===== src/rtl/split_initiator_port.sv =====
// Initiator end of the split-capable serial bus: takes one parallel request, wins the bus,
// and shifts the address and write data out LSB-first, or collects a read byte (with split resume).
//
// state        | meaning
// -------------+-------------------------------------------------------------
// S_IDLE       | no transaction; waiting for init_req
// S_REQ        | arbiter_req high, waiting for grant and target ready
// S_ADDR       | shifting 16 address bits out, LSB-first
// S_DATA       | shifting 8 write-data bits out, LSB-first
// S_WACK       | write sent, waiting for target acknowledge
// S_RDATA      | collecting 8 read bits from the target
// S_SPLIT_WAIT | bus released after split; waiting for split_grant
module split_initiator_port #(
    parameter int TIMEOUT = 64,
    parameter int TIMER_W = 8
) (
    input  logic        clk,
    input  logic        rst_n,
    input  logic        init_req,
    input  logic [15:0] init_addr,
    input  logic [7:0]  init_wdata,
    input  logic        init_rw,
    output logic        init_busy,
    output logic [7:0]  init_rdata,
    output logic        init_done,
    output logic        init_error,
    output logic        init_split,
    output logic        arbiter_req,
    input  logic        arbiter_grant,
    input  logic        split_grant,
    output logic        bus_data_out,
    output logic        bus_data_out_valid,
    output logic        bus_mode,
    output logic        bus_rw,
    input  logic        bus_data_in,
    input  logic        bus_data_in_valid,
    input  logic        bus_target_ready,
    input  logic        bus_split_ack,
    input  logic        bus_target_ack
);

    typedef enum logic [2:0] {
        S_IDLE,
        S_REQ,
        S_ADDR,
        S_DATA,
        S_WACK,
        S_RDATA,
        S_SPLIT_WAIT
    } state_t;

    localparam logic [TIMER_W-1:0] TMO_LAST = TIMER_W'(TIMEOUT - 1);

    state_t             state;
    logic [15:0]        addr_sh;
    logic [7:0]         wdata_sh;
    logic [7:0]         rd_sh;
    logic [3:0]         bit_cnt;
    logic [TIMER_W-1:0] timer;
    logic               timeout_hit;

    assign timeout_hit = (timer == TMO_LAST);

    always_ff @(posedge clk or negedge rst_n) begin
        if (!rst_n) begin
            state              <= S_IDLE;
            addr_sh            <= '0;
            wdata_sh           <= '0;
            rd_sh              <= '0;
            bit_cnt            <= '0;
            timer              <= '0;
            init_busy          <= 1'b0;
            init_rdata         <= '0;
            init_done          <= 1'b0;
            init_error         <= 1'b0;
            init_split         <= 1'b0;
            arbiter_req        <= 1'b0;
            bus_data_out       <= 1'b0;
            bus_data_out_valid <= 1'b0;
            bus_mode           <= 1'b0;
            bus_rw             <= 1'b0;
        end else begin
            // Pulses default low; the timer restarts on every state entry.
            init_done  <= 1'b0;
            init_error <= 1'b0;
            timer      <= '0;

            case (state)
                S_IDLE: begin
                    // A request coinciding with the completion pulse is dropped.
                    if (init_req && !init_done) begin
                        addr_sh     <= init_addr;
                        wdata_sh    <= init_wdata;
                        bus_rw      <= init_rw;
                        arbiter_req <= 1'b1;
                        init_busy   <= 1'b1;
                        state       <= S_REQ;
                    end
                end

                S_REQ: begin
                    if (arbiter_grant && bus_target_ready) begin
                        bus_data_out       <= addr_sh[0];
                        addr_sh            <= {1'b0, addr_sh[15:1]};
                        bus_data_out_valid <= 1'b1;
                        bus_mode           <= 1'b0;
                        bit_cnt            <= '0;
                        state              <= S_ADDR;
                    end else if (timeout_hit) begin
                        init_done   <= 1'b1;
                        init_error  <= 1'b1;
                        arbiter_req <= 1'b0;
                        init_busy   <= 1'b0;
                        state       <= S_IDLE;
                    end else begin
                        timer <= timer + 1'b1;
                    end
                end

                S_ADDR: begin
                    if (!arbiter_grant) begin
                        init_done          <= 1'b1;
                        init_error         <= 1'b1;
                        arbiter_req        <= 1'b0;
                        init_busy          <= 1'b0;
                        bus_data_out       <= 1'b0;
                        bus_data_out_valid <= 1'b0;
                        bus_mode           <= 1'b0;
                        bit_cnt            <= '0;
                        state              <= S_IDLE;
                    end else if (bit_cnt == 4'd15) begin
                        bit_cnt <= '0;
                        if (bus_rw) begin
                            bus_data_out <= wdata_sh[0];
                            wdata_sh     <= {1'b0, wdata_sh[7:1]};
                            bus_mode     <= 1'b1;
                            state        <= S_DATA;
                        end else begin
                            bus_data_out       <= 1'b0;
                            bus_data_out_valid <= 1'b0;
                            rd_sh              <= '0;
                            state              <= S_RDATA;
                        end
                    end else begin
                        bus_data_out <= addr_sh[0];
                        addr_sh      <= {1'b0, addr_sh[15:1]};
                        bit_cnt      <= bit_cnt + 4'd1;
                    end
                end

                S_DATA: begin
                    if (!arbiter_grant) begin
                        init_done          <= 1'b1;
                        init_error         <= 1'b1;
                        arbiter_req        <= 1'b0;
                        init_busy          <= 1'b0;
                        bus_data_out       <= 1'b0;
                        bus_data_out_valid <= 1'b0;
                        bus_mode           <= 1'b0;
                        bit_cnt            <= '0;
                        state              <= S_IDLE;
                    end else if (bit_cnt == 4'd7) begin
                        bus_data_out       <= 1'b0;
                        bus_data_out_valid <= 1'b0;
                        bus_mode           <= 1'b0;
                        bit_cnt            <= '0;
                        state              <= S_WACK;
                    end else begin
                        bus_data_out <= wdata_sh[0];
                        wdata_sh     <= {1'b0, wdata_sh[7:1]};
                        bit_cnt      <= bit_cnt + 4'd1;
                    end
                end

                S_WACK: begin
                    if (bus_target_ack) begin
                        init_done   <= 1'b1;
                        arbiter_req <= 1'b0;
                        init_busy   <= 1'b0;
                        state       <= S_IDLE;
                    end else if (timeout_hit) begin
                        init_done   <= 1'b1;
                        init_error  <= 1'b1;
                        arbiter_req <= 1'b0;
                        init_busy   <= 1'b0;
                        state       <= S_IDLE;
                    end else begin
                        timer <= timer + 1'b1;
                    end
                end

                S_RDATA: begin
                    // Bits enter at the top so bit k lands in position k after eight shifts.
                    if (bus_data_in_valid && bit_cnt == 4'd7) begin
                        init_rdata  <= {bus_data_in, rd_sh[7:1]};
                        init_done   <= 1'b1;
                        arbiter_req <= 1'b0;
                        init_busy   <= 1'b0;
                        bit_cnt     <= '0;
                        state       <= S_IDLE;
                    end else if (bus_split_ack && bit_cnt == 4'd0) begin
                        arbiter_req <= 1'b0;
                        init_split  <= 1'b1;
                        state       <= S_SPLIT_WAIT;
                    end else if (timeout_hit) begin
                        init_done   <= 1'b1;
                        init_error  <= 1'b1;
                        arbiter_req <= 1'b0;
                        init_busy   <= 1'b0;
                        bit_cnt     <= '0;
                        state       <= S_IDLE;
                    end else begin
                        timer <= timer + 1'b1;
                        if (bus_data_in_valid) begin
                            rd_sh   <= {bus_data_in, rd_sh[7:1]};
                            bit_cnt <= bit_cnt + 4'd1;
                        end
                    end
                end

                S_SPLIT_WAIT: begin
                    if (split_grant) begin
                        init_split  <= 1'b0;
                        arbiter_req <= 1'b1;
                        rd_sh       <= '0;
                        bit_cnt     <= '0;
                        state       <= S_RDATA;
                    end else if (timeout_hit) begin
                        init_done  <= 1'b1;
                        init_error <= 1'b1;
                        init_split <= 1'b0;
                        init_busy  <= 1'b0;
                        state      <= S_IDLE;
                    end else begin
                        timer <= timer + 1'b1;
                    end
                end

                default: begin
                    state <= S_IDLE;
                end
            endcase
        end
    end

endmodule


===== config.mk =====
export PLATFORM = sky130hd
export DESIGN_NAME = split_initiator_port
export DESIGN_NICKNAME = d
export VERILOG_FILES = /design/src/rtl/split_initiator_port.sv
export SDC_FILE = /design/constraint.sdc
export NUM_CORES = 1
export LEC_CHECK = 0
export ABC_AREA = 1
export BUFFER_PORTS_ARGS = -buffer_cell sky130_fd_sc_hd__buf_4
export CAP_MARGIN = 20
export CELL_PAD_IN_SITES_DETAIL_PLACEMENT = 0
export CELL_PAD_IN_SITES_GLOBAL_PLACEMENT = 1
export CORE_MARGIN = 2
export CORE_UTILIZATION = 41
export DETAILED_ROUTE_END_ITERATION = 7
export GPL_TIMING_DRIVEN = 0
export PLACE_DENSITY = 0.78
export SETUP_SLACK_MARGIN = 0.15
export SLEW_MARGIN = 20
export SYNTH_ARGS = -nofsm -noshare
export SYNTH_HDL_FRONTEND = slang
export SYNTH_SLANG_ARGS = --single-unit

===== constraint.sdc =====
create_clock -name clk -period 2 [get_ports clk]
set_input_delay 0.1 -clock clk [delete_from_list [all_inputs] [get_ports clk]]
set_output_delay 0.1 -clock clk [all_outputs]
set_load 0.02 [all_outputs]

==> results.toml <==
[status]
status = "completed"

[worst_setup_path]
crit_chain = "buf_4 > ha_4 > nand2_2 > nor2_1 > nor2_1 > inv_1 > nor3_1 > nor2_1"
worstPathRequired_ns = 2.22
slowest_stage = "dfrtp_2"
cpPeakStageDelay_ns = 0.44
path_class = "register to register"
cp.depth = 8
cp-startpoint = "state[1]"
critPathArrivalTime_ns = 2.01
worst_r2r_path_depth = 8
cp-end-kind = "register"
critPathMaxFanout = 7
critical_path_buf_inv_count = 2
crit_top_cell = "nor2_1"
cp_top_family = "simple AND/OR/NAND/NOR gates"
r2r_start = "state[1]"
cp-start-kind = "register"

[power_and_ir_drop]
p_total_mw = 6.862
p_per_area_nw_per_um2 = 1482
ir_worst_vdd_mv = 1.054
cellLeakagePower_nw = 2.479

[route]
wl_mm = 9.318
avgRoutedWirePerCell_microns = 13.22
vias = 3478
detail_route.iter0.violations = 109
drc = 0
ant_nets = 0
via_per_inst = 4.933
dr.pass1.iters = 5

[die]
die_w_microns = 98.19
start_util_pct = 41.91
num_rows = 34
core_sq_um = 8678
dieArea_sq_um = 9640
die_y_microns = 98.19
pin_count = 52

[final_layout]
num-nets-final = 634
multi_input_area_sq_um = 1954
drive_gt1_share_pct = 23.62
final_util_pct = 53.36
fillers = 882
final_cell_mix = "229 x nand2_1, 63 x buf_4, 59 x dfrtp_1"
antenna_cells = 0
syn2layout_area_growth_pct = 27.31
final_common_cell = "nand2_1"
design_area_sq_um = 4631
seqCellArea_sq_um = 1582

[logic_synthesis]
synth_ff_type = "dfrtp_1"
syn-num-nets = 560
synth_edf_count = 0
seq_area_frac_synth_pct = 43.34
synthCells = 518
syn_area_sq_um = 3637
yosys_warnings = 0
ys_ff_latch = 63
syn_area_per_cell_sq_um = 7.022
async_flop_share_pct = 100.0
synth_cell_type_count = 31

[hold_path]
worstHoldStart = "init_wdata[7]"
hold_path_class = "input port to register"
min_path_cells = 3

[place]
portBuffers = 51
hpwl_mm = 6.662
place.gp.congestion = 0.8546
placed_area_sq_um = 4155

[sta]
grt_setup_unrepaired = "true"
finalSetupViolCount = 0
tightest_slew_ns = 0.8282
finalClockSkew_ns = 0.01260
drv_slew = 0
finalHoldViolations = 0
period_needed_ns = 1.784
timing.fmax_ghz = 0.5605
tns_ns = 0
slew_headroom_pct = 44.79
finalCritPeriodShare_pct = 89.20

[grt]
grt_pass1_vias = 3341
antenna_found_initial = 0
grt-ovfl-total = 0
grt_max_degree = 64
grt_use_total_pct = 20.30
grt_pass1_wl_mm = 15.95

[run]
drv_cap = 0

[clock_network]
cts_tree = "yes"
clk_latency_ns = 0.34
cts_made_buffers = 9
clkTransAtPathRegs_ns = 0.08
clock-sinks = 63
cts.htree.levels = 3
clock-root-buffer = "clkbuf_8"
cts_buffer_depth = 2
worst reg2reg max path: cells and delay by family, from the launching register on:
kind          cells  cell delay, ns
fa+ha+maj         1            0.17
flops             1            0.44
simple gates      5            0.81
buf+inv           2            0.25
state kept, by name (all words and copies together), names as in the netlist:
register and flops:
addr_sh 16, arbiter_req 1, bit_cnt 4, bus_data_out 1, bus_data_out_valid 1, bus_mode 1
bus_rw 1, init_busy 1, init_done 1, init_error 1, init_rdata 8, init_split 1
rd_sh 7, state 3, timer 8, wdata_sh 8
layout make-up:
class | instances | share of cell area, %
Inverter | 44 | 3.783
Multi-Input combinational cell | 400 | 42.20
Buffer | 11 | 1.675
Timing Repair Buffer | 63 | 10.32
Sequential cell | 63 | 34.15
Clock buffer | 9 | 2.675
Clock inverter | 7 | 2.270
Tap cell | 108 | 2.918
where the power goes:
part / switching (mW) / internal, mW / total, mW
clock network: 0.573 / 0.719 / 1.29
logic: 2.30 / 1.36 / 3.66
registers: 0.244 / 1.66 / 1.91
stage by stage:
step	std cells	hold slack, ns	setup WS (ns)
2_1_floorplan	518	-0.1956	0.2983
3_5_place_dp	677	0.2547	-0.09276
4_1_cts	699	0.002457	0.1495
6_report	705	0.01404	0.2159
3_3_place_gp	677	0.2511	-0.09210
5_1_grt	705	0.01462	0.02846
cell families (layout without fill, tap and decap cells):
kind of cell,count (synthesis),in the layout,share of synthesized area (%)
AO/OA/AOI/OAI,31,31,4.507
multiplexers,1,1,0.3096
XOR/XNOR,5,5,1.204
flip-flops,63,63,43.34
buffers and inverters,55,134,6.536
adder cells (fa/ha/maj),7,7,2.408
AND/OR/NAND/NOR,356,356,41.69
what timing repair did:
action | 4_1_cts | 5_1_grt
setup endpoints to repair | 59 | 47
hold buffers | 2 | 0
buffers inserted | 4 | 6
hold endpoints to repair | 64 | 0
resized for setup | 15 | 29
pin swaps | 2 | 7
per-layer routing:
metal  vias up  track usage (%)  wire, microns  share of wire (%)
met5         -                0              0                  0
met4         0            6.112            114                1.2
met3        11            4.009            432                4.6
met2        83            32.19           4223                 45
met1      1613            28.32           4548                 49
li1       1771                -              -                  -
cells in the mapped netlist (4+ instances only):
cell,instances,area [sq um]
dfrtp_1,63,1577
nand2_1,231,867.1
o21ai_1,10,50.05
nor2_4,4,45.04
o21ai_0,12,60.06
inv_2,8,30.03
nand2_2,4,25.02
nand3_1,36,180.2
ha_1,7,87.58
inv_1,34,127.6
xor2_1,5,43.79
nand2_4,4,45.04
buf_2,7,35.03
nand4_1,12,75.07
a21oi_1,6,30.03
nor2_1,54,202.7
path summary, 6_finish.rpt:
kind / endpoint / slack (ns)
min reg2reg: timer[0] / 0.46
max reg2reg: timer[2] / 0.22
max in group asynchronous: state[0] / 1.02
min: wdata_sh[7] / 0.01
min in group asynchronous: bit_cnt[0] / 0.40
max: timer[2] / 0.22
(Power assumes the default switching activity.)
